===== config.mk =====
export PLATFORM = sky130hd
export DESIGN_NAME = ram_master
export DESIGN_NICKNAME = d
export VERILOG_FILES = /design/src/rtl/ram_pkg.sv /design/src/rtl/ram_rd_fifo.sv /design/src/rtl/ram_master.sv
export SDC_FILE = /design/constraint.sdc
export NUM_CORES = 1
export LEC_CHECK = 0
export CAP_MARGIN = 20
export CORE_MARGIN = 1.5
export CORE_UTILIZATION = 47
export CTS_BUF_LIST = sky130_fd_sc_hd__clkbuf_2
export DETAILED_ROUTE_END_ITERATION = 8
export GPL_ROUTABILITY_DRIVEN = 1
export HOLD_SLACK_MARGIN = 0.06
export MAX_ROUTING_LAYER = met4
export PLACE_DENSITY = 0.81
export RECOVER_POWER = 25
export SLEW_MARGIN = 15
export SYNTH_ARGS = -nofsm -noshare
export SYNTH_HDL_FRONTEND = slang
export SYNTH_SLANG_ARGS = --single-unit
export TNS_END_PERCENT = 1

===== constraint.sdc =====
create_clock -name clk -period 3.4 [get_ports clk]
set_input_delay 0.51 -clock clk [delete_from_list [all_inputs] [get_ports clk]]
set_output_delay 0.51 -clock clk [all_outputs]
set_load 0.05 [all_outputs]

===== src/rtl/ram_pkg.sv =====
// Shared types and default constants for the burst RAM master.
package ram_pkg;

  localparam int unsigned DATA_WIDTH_DEF = 32;
  localparam int unsigned ADD_WIDTH_DEF  = 10;
  localparam int unsigned LEN_WIDTH_DEF  = 4;
  localparam int unsigned FIFO_DEPTH     = 2;

  typedef enum logic [1:0] {
    IDLE  = 2'd0,
    WRITE = 2'd1,
    READ  = 2'd2,
    DRAIN = 2'd3
  } state_t;

endpackage


===== src/rtl/ram_rd_fifo.sv =====
// Two-entry read-return FIFO; the head entry is presented directly to the host.
module ram_rd_fifo #(
  parameter int unsigned WIDTH = 33
) (
  input  logic             clk,
  input  logic             rst,
  input  logic             push,
  input  logic [WIDTH-1:0] push_data,
  input  logic             pop,
  output logic [WIDTH-1:0] head,
  output logic [1:0]       occupancy
);

  logic [WIDTH-1:0] mem [2];
  logic             wr_ptr;
  logic             rd_ptr;
  logic [1:0]       count;

  // Storage, pointers and occupancy; callers never push when full or pop when empty.
  always_ff @(posedge clk) begin
    if (rst) begin
      mem[0] <= '0;
      mem[1] <= '0;
      wr_ptr <= 1'b0;
      rd_ptr <= 1'b0;
      count  <= 2'd0;
    end else begin
      if (push) begin
        mem[wr_ptr] <= push_data;
        wr_ptr      <= ~wr_ptr;
      end
      if (pop) begin
        rd_ptr <= ~rd_ptr;
      end
      count <= count + 2'(push) - 2'(pop);
    end
  end

  assign head      = mem[rd_ptr];
  assign occupancy = count;

endmodule


===== src/rtl/ram_master.sv =====
// Burst host-to-synchronous-RAM master: pass-through writes, credit-limited
// pipelined reads returned through a two-entry FIFO.
module ram_master
  import ram_pkg::*;
#(
  parameter int unsigned DATA_WIDTH = DATA_WIDTH_DEF,
  parameter int unsigned ADD_WIDTH  = ADD_WIDTH_DEF,
  parameter int unsigned LEN_WIDTH  = LEN_WIDTH_DEF
) (
  input  logic                  clk,
  input  logic                  rst,
  input  logic                  cmd_valid,
  output logic                  cmd_ready,
  input  logic                  cmd_we,
  input  logic [ADD_WIDTH-1:0]  cmd_addr,
  input  logic [LEN_WIDTH-1:0]  cmd_len,
  input  logic                  wr_valid,
  output logic                  wr_ready,
  input  logic [DATA_WIDTH-1:0] wr_data,
  output logic                  rd_valid,
  input  logic                  rd_ready,
  output logic [DATA_WIDTH-1:0] rd_data,
  output logic                  rd_last,
  output logic                  ram_cs,
  output logic                  ram_we,
  output logic                  ram_oe,
  output logic [ADD_WIDTH-1:0]  ram_add,
  output logic [DATA_WIDTH-1:0] ram_din,
  input  logic [DATA_WIDTH-1:0] ram_dout
);

  state_t                 state, state_d;
  logic [ADD_WIDTH-1:0]   addr, addr_d;
  logic [LEN_WIDTH-1:0]   cnt, cnt_d;
  logic                   inflight, inflight_d;
  logic                   inflight_last, inflight_last_d;

  logic [1:0]             occ;
  logic [DATA_WIDTH:0]    head;
  logic                   pop;
  logic [2:0]             used_c;
  logic                   credit_c;

  // Read-return buffer; each entry carries the burst-last flag above the data.
  ram_rd_fifo #(
    .WIDTH (DATA_WIDTH + 1)
  ) u_rd_fifo (
    .clk       (clk),
    .rst       (rst),
    .push      (inflight),
    .push_data ({inflight_last, ram_dout}),
    .pop       (pop),
    .head      (head),
    .occupancy (occ)
  );

  // Host read side; everything is forced low while reset is held.
  assign rd_valid = !rst && (occ != 2'd0);
  assign rd_data  = rd_valid ? head[DATA_WIDTH-1:0] : '0;
  assign rd_last  = rd_valid && head[DATA_WIDTH];
  assign pop      = rd_valid && rd_ready;

  // A beat popped this cycle frees its slot for a read issued this cycle.
  assign used_c   = 3'(occ) + 3'(inflight) - 3'(pop);
  assign credit_c = used_c < 3'(FIFO_DEPTH);

  // State, burst address/counter and read-pipeline registers.
  always_ff @(posedge clk) begin
    if (rst) begin
      state         <= IDLE;
      addr          <= '0;
      cnt           <= '0;
      inflight      <= 1'b0;
      inflight_last <= 1'b0;
    end else begin
      state         <= state_d;
      addr          <= addr_d;
      cnt           <= cnt_d;
      inflight      <= inflight_d;
      inflight_last <= inflight_last_d;
    end
  end

  // Next-state and RAM/host strobes.
  always_comb begin
    state_d         = state;
    addr_d          = addr;
    cnt_d           = cnt;
    inflight_d      = 1'b0;
    inflight_last_d = 1'b0;
    cmd_ready       = 1'b0;
    wr_ready        = 1'b0;
    ram_cs          = 1'b0;
    ram_we          = 1'b0;
    ram_oe          = 1'b0;
    ram_add         = '0;
    ram_din         = '0;
    if (!rst) begin
      ram_add = addr;
      case (state)
        IDLE: begin
          cmd_ready = 1'b1;
          if (cmd_valid) begin
            addr_d  = cmd_addr;
            cnt_d   = cmd_len;
            state_d = cmd_we ? WRITE : READ;
          end
        end
        WRITE: begin
          wr_ready = 1'b1;
          if (wr_valid) begin
            ram_cs  = 1'b1;
            ram_we  = 1'b1;
            ram_din = wr_data;
            addr_d  = addr + 1'b1;
            cnt_d   = cnt - 1'b1;
            if (cnt == '0) begin
              state_d = IDLE;
            end
          end
        end
        READ: begin
          if (credit_c) begin
            ram_cs          = 1'b1;
            ram_oe          = 1'b1;
            inflight_d      = 1'b1;
            inflight_last_d = (cnt == '0);
            addr_d          = addr + 1'b1;
            cnt_d           = cnt - 1'b1;
            if (cnt == '0) begin
              state_d = DRAIN;
            end
          end
        end
        DRAIN: begin
          if ((occ == 2'd0) && !inflight) begin
            state_d = IDLE;
          end
        end
        default: state_d = IDLE;
      endcase
    end
  end

endmodule


# Yosys cells after proc, flatten, opt, wreduce, memory -nomap -nowiden
# Memory sizes are Yosys's and may differ from the RTL's. A register that Yosys moved wholly into a read port is not among the register bits.
# Cells that the tools add are included.
dict set report op_classes {
  addsub 6
  mul 0
  n_div 0
  magnitude_cmp 1
  eq_ne 9
  shifts 0
  muxes 43
  bitwise 4
  reduce_logical 15
}
# op n
set op_table {}
lappend op_table {{2-to-1 mux 32 bit} 4}
lappend op_table {{2-to-1 mux 10 bit} 4}
lappend op_table {{2-to-1 mux 33 bit} 1}
lappend op_table {{OR reduction 33 bit} 1}
lappend op_table {{case mux 10 bit (3 select lines)} 1}
lappend op_table {{2-to-1 mux 1 bit} 20}
lappend op_table {{2-to-1 mux 2 bit} 7}
lappend op_table {{2-to-1 mux 4 bit} 3}
lappend op_table {{inequality test 2 bit (second input constant)} 6}
lappend op_table {{case mux 4 bit (3 select lines)} 1}
lappend op_table {{adder 10 x 1 -> 10 bit (second input constant)} 1}
lappend op_table {{case mux 2 bit (4 select lines)} 1}
lappend op_table {{AND reduction 6 bit} 1}
lappend op_table {{== test 2 bit (second input constant)} 2}
lappend op_table {{logical AND 1 bit} 4}
lappend op_table {{logical NOT 2 bit} 2}
lappend op_table {{logical NOT 4 bit} 1}
lappend op_table {{NOT 1 bit} 4}
lappend op_table {{AND reduction 4 bit} 1}
lappend op_table {{subtractor 4 x 1 -> 4 bit (second input constant)} 1}
lappend op_table {{adder 2 x 1 -> 3 bit} 1}
lappend op_table {{< comparator 3 x 2 -> 1 bit (second input constant)} 1}
lappend op_table {{nonzero test 3 bit} 1}
lappend op_table {{OR reduction 3 bit} 1}
lappend op_table {{7 further kinds} 8}
dict set report totals {
  ff_bits 22
  latchBits 0
  mem_bits_rw 66
  rom_bits 0
  word_cells 87
  mem_count 1
}
# memory words word_bits read_ports rd_clocked_by_memory_dff write_ports line_no
set mem_list {}
lappend mem_list {u_rd_fifo.mem 2 33 1 1 2 ram_rd_fifo.sv:14} ;# logic [WIDTH-1:0] mem [2];

# Logic depth before layout (Yosys ltp)
dict set report depth {
  word_depth 8
  ltp_mapped 13
  ltp_nobuf 12
}

# Cells and area by module
# From an unflattened synthesis, not the netlist that was laid out.
dict set report hier_totals {
  hier_cells 466
  hier_area_um2 4928.5
}
# mod n_inst cells_each area_per_inst_um2
set by_module_without_submodules {}
lappend by_module_without_submodules {ram_rd_fifo 1 234 3279.4}
lappend by_module_without_submodules {ram_master 1 232 1649.1}

# Worst setup path after synthesis
# OpenSTA, ideal clock, no wires.
dict set report synth_path {
  kind {input -> output}
  start {in rst}
  end {out ram_cs}
  t_arrival_ps 3554
  setup_slack_ps -664
  stages 12
  path_buffers 0
  path_cell_list {inv_1 o21ai_2 inv_1 and2_1 ha_1 inv_1 ha_1 fa_1 xnor2_1 nor2_1 nand2_1 a211oi_1}
}
dict set report synth_via {
  elab_chain_cells 8
}
# item line_no
set synth_rtl {}
lappend synth_rtl {{start: declaration} ram_master.sv:11} ;# input logic rst,
lappend synth_rtl {{logical NOT 1 bit} --}
lappend synth_rtl {{logical AND 1 bit} ram_master.sv:58} ;# assign rd_valid = !rst && (occ != 2'd0);
lappend synth_rtl {{via rd_valid} ram_master.sv:20} ;# output logic rd_valid,
lappend synth_rtl {{logical AND 1 bit} ram_master.sv:61} ;# assign pop = rd_valid && rd_ready;
lappend synth_rtl {{via pop} ram_master.sv:40} ;# logic pop;
lappend synth_rtl {{subtractor 3 x 1 -> 3 bit} ram_master.sv:64} ;# assign used_c = 3'(occ) + 3'(inflight) - 3'(pop);
lappend synth_rtl {{< comparator 3 x 2 -> 1 bit} ram_master.sv:65} ;# assign credit_c = used_c < 3'(FIFO_DEPTH);
lappend synth_rtl {{2-to-1 mux 1 bit} ram_master.sv:123} ;# if (credit_c) begin
lappend synth_rtl {{case mux 1 bit (2 select lines)} ram_master.sv:100} ;# case (state)
lappend synth_rtl {{2-to-1 mux 1 bit} ram_master.sv:98} ;# if (!rst) begin
lappend synth_rtl {{end: declaration} ram_master.sv:24} ;# output logic ram_cs,
# The timed path passes the listed nets, and every way through them passes these cells.

# Final worst setup path
dict set report layout_path {
  start {reg u_rd_fifo.count[1], in the netlist u_rd_fifo.occupancy[1]}
  end {out ram_cs}
}
dict set report layout_via {
  elab_chain_cells 8
}
# item line_no
set layout_rtl {}
lappend layout_rtl {{start: declaration} ram_rd_fifo.sv:17} ;# logic [1:0] count;
lappend layout_rtl {{start signal: assignment} ram_rd_fifo.sv:35} ;# count <= count + 2'(push) - 2'(pop);
lappend layout_rtl {{nonzero test 2 bit} ram_master.sv:58}
lappend layout_rtl {{logical AND 1 bit} ram_master.sv:58}
lappend layout_rtl {{logical AND 1 bit} ram_master.sv:61}
lappend layout_rtl {{via pop} ram_master.sv:40}
lappend layout_rtl {{subtractor 3 x 1 -> 3 bit} ram_master.sv:64}
lappend layout_rtl {{< comparator 3 x 2 -> 1 bit} ram_master.sv:65}
lappend layout_rtl {{2-to-1 mux 1 bit} ram_master.sv:123}
lappend layout_rtl {{case mux 1 bit (2 select lines)} ram_master.sv:100}
lappend layout_rtl {{2-to-1 mux 1 bit} ram_master.sv:98}
# The timed path passes the listed nets, and every way through them passes these cells.

==> results.py <==
metrics = {
    "grt": {
        "grt_max_degree": 35,
        "grt_pass1_wl_um": 18700,
        "grt-ovfl-total": 0,
        "grt_pass1_vias": 3772,
        "grt_util_all_layers": 0.239,
        "antenna_found_initial": 0,
    },
    "synthesis": {
        "ys_async_sr_fraction": 0,
        "yosys_warnings": 0,
        "synth_top_flop_cell": "edfxtp_1",
        "syn_nets": 533,
        "synth-edff-count": 66,
        "synth.avg_cell_area_um2": 10.7,
        "syn-instance-count": 438,
        "synth_cell_types": 49,
        "synth_seq_cells": 89,
        "ys_seq_area_frac": 0.520,
        "syn_area_mm2": 0.00470,
    },
    "critical_path": {
        "path_max_fanout": 3,
        "worst_setup_path_end_kind": "primary output",
        "crit_path_top_delay_cell": "dfxtp_4",
        "critPathBufInv": 3,
        "path_cells": "o21ai_4 -> inv_2 -> and2_4 -> ha_4 -> inv_4 -> ha_4 -> fa_2 -> xnor2_2 -> nor2_1 -> nand2_2 -> a211oi_4 -> buf_12",
        "path_class": "register to primary output",
        "reg2reg_from": "u_rd_fifo.occupancy[1]$_SDFF_PP0_",
        "cp_top_family": "adder cells",
        "critPathRequiredTime_ps": 2890,
        "cp.arrival_ps": 2990,
        "critical_path.most_common_cell": "ha_4",
        "critPathMaxStageDelay_ps": 410,
        "start_kind": "register",
        "startpoint": "u_rd_fifo.occupancy[1]$_SDFF_PP0_",
    },
    "clock_network": {
        "hold_buffers": 0,
        "clkLatencyLatePin_ps": 550,
        "clock-root-buffer": "clkbuf_2",
        "clk_pin_slew_ps": 230,
        "cts_htree_levels": 3,
        "tritoncts": "done",
        "clock_sinks": 89,
        "clockBufferDepth": 2,
        "cts_inserted_buffers": 9,
    },
    "place": {
        "io_buffer_count": 164,
        "dpl.hpwl_um": 8450,
        "place_area_mm2": 0.00675,
        "place_congestion": 0.879,
        "placedCellCount": 721,
    },
    "run_status": {
        "violations": "setup timing",
        "status": "complete, but fails checks",
    },
    "sta": {
        "fmax_mhz": 286,
        "whs_ps": 519,
        "max-slew-margin-rel": 0.298,
        "setup_ws_ps": -98.1,
        "skew_ps": 21.3,
        "fin_crit_ps": 3500,
        "finalCritPeriodShare": 1.03,
        "hold_viol": 0,
        "drv_slew": 0,
        "setup_viol": 1,
        "worst_pin_slew_ps": 1050,
        "rsz0062_at_grt": "yes",
    },
    "layout": {
        "instances_no_fill": 748,
        "layout.nets": 705,
        "fillers": 701,
        "area_growth_pct": 49.1,
        "n_antenna_cell": 0,
        "final_cell_area_mm2": 0.00701,
        "drive_above_1_share": 0.241,
    },
    "power": {
        "vdd_drop_max_v": 0.000824,
        "p_leak_uw": 0.00283,
        "power_uw": 4190,
        "p_per_area_mw_per_mm2": 598,
    },
    "flow_run": {
        "cap_violations": 0,
    },
    "route": {
        "wl_per_cell_um": 16.6,
        "drt_iter0_drc": 175,
        "vias": 3951,
        "antenna_left": 0,
        "via_per_inst": 5.28,
        "drc": 0,
        "drt_first_pass_iters": 5,
        "routed_wl_um": 12400,
    },
    "die": {
        "ios": 165,
        "die_h_um": 103,
        "core_area_mm2": 0.00973,
        "initial_utilization": 0.483,
        "rows": 36,
        "die_w_um": 103,
        "die_area_mm2": 0.0106,
    },
    "min_path": {
        "hp-start": "addr[9]$_SDFFE_PP0P_",
        "hp-class": "register to register",
    },
}
## tightest hold or removal path, stage by stage (launching register included)
cell,delay (ps)
dfxtp_1,380
o31ai_1,70
a21oi_1,60
## layout make-up
| class | count | area (µm²) | share of cell area |
|---|---|---|---|
| Clock buffer | 11 | 55.1 | 0.00785 |
| Clock inverter | 5 | 63.8 | 0.00910 |
| Inverter | 15 | 58.8 | 0.00839 |
| Multi-Input combinational cell | 306 | 2140 | 0.305 |
| Sequential cell | 89 | 2450 | 0.349 |
| Tap cell | 133 | 166 | 0.0237 |
| Timing Repair Buffer | 189 | 2080 | 0.296 |
## path summary, 6_finish.rpt
check / end / slack (ps) / depth (start not counted)
hold reg to reg: addr[9]$_SDFFE_PP0P_ / 520 / 2
setup / recovery: ram_cs / -100 / 12
setup reg to reg: addr[0]$_SDFFE_PP0P_ / 500 / 14
hold / removal: addr[9]$_SDFFE_PP0P_ / 520 / 2
## report_power, final
group | leakage [µW] | internal (µW) | total, µW | switching, µW
logic | 0.00189 | 889 | 2140 | 1260
registers | 0.000874 | 1360 | 1500 | 141
clock network | 0.0000727 | 181 | 545 | 364
total | 0.00283 | 2430 | 4190 | 1760
## flip-flops by register name, summed over array words and instances, names as in the netlist, named ones only
name                 count
u_rd_fifo.mem           66
addr                    10
cnt                      4
state                    2
u_rd_fifo.occupancy      2
inflight                 1
inflight_last            1
u_rd_fifo.rd_ptr         1
u_rd_fifo.wr_ptr         1
## stage by stage
step	worst slack (ps)	setup TNS [ps]	util
6_report	-98.1	-98.1	0.720
5_1_grt	-175	-259	0.720
4_1_cts	-84.5	-84.5	0.718
3_5_place_dp	-232	-553	0.694
3_3_place_gp	-188	-265	0.694
2_1_floorplan	-77.1	-77.1	-
## logic make-up (layout without fill, tap and decap cells)
logic type / count (synthesis) / count (layout) / share of synthesized area
AND/OR/NAND/NOR: 204 / 204 / 0.239
flip-flops: 89 / 89 / 0.520
AO/OA/AOI/OAI: 51 / 51 / 0.0876
buffers and inverters: 43 / 220 / 0.0381
multiplexers: 37 / 37 / 0.0793
adder cells (fa/ha/maj): 11 / 11 / 0.0309
XOR/XNOR: 3 / 3 / 0.00559
## cells in the mapped netlist (2+ instances only)
master      n  area [µm²]
and2_1     68         425
edfxtp_1   66        1980
nor2_1     42         158
mux2i_1    35         350
and3_1     33         206
dfxtp_1    23         460
clkbuf_1   21        78.8
nand2_1    16        60.1
nor2b_1    16         100
inv_1      14        52.6
nand3_1    12        60.1
ha_1       10         125
a21oi_1     8        40.0
a32o_1      7        70.1
o21ai_0     7        35.0
buf_2       5        25.0
nand2b_1    4        25.0
o211ai_1    4        30.0
o31ai_1     4        30.0
nor3_1      3        15.0
o41ai_1     3        26.3
xnor2_1     3        26.3
a21o_1      2        15.0
mux2_2      2        22.5
nand4_1     2        12.5
nor4_1      2        12.5
o21ai_2     2        17.5
o2bb2ai_1   2        17.5
or2_2       2        12.5
## routing by layer
layer / track usage / routed length, µm / up-vias
li1: - / - / 1902
met1: 0.280 / 4790 / 1892
met2: 0.410 / 6600 / 137
met3: 0.0529 / 787 / 20
met4: 0.0738 / 227 / 0
met5: - / 0 / -
## cells in the final DEF, fill, tap and decap left out, drive strengths merged, types with 7 or more instances in the layout
master / synthesis / routed
buf: 7 / 106
o21ai: 9 / 9
nor2b: 16 / 16
ha: 10 / 10
a21oi: 8 / 8
nand3: 12 / 12
edfxtp: 66 / 66
and2: 68 / 68
inv: 15 / 16
clkdlybuf4s50: 0 / 82
dfxtp: 23 / 23
a32o: 7 / 7
and3: 34 / 34
mux2i: 35 / 35
nor2: 43 / 43
clkbuf: 21 / 11
nand2: 16 / 16
## repair_timing
item / CTS / global route
resized for setup: 13 / 3
buffers inserted: 9 / 2
pin swaps: 7 / 4
endpoints found under the setup margin: 2 / 2
(Power assumes the default switching activity.)
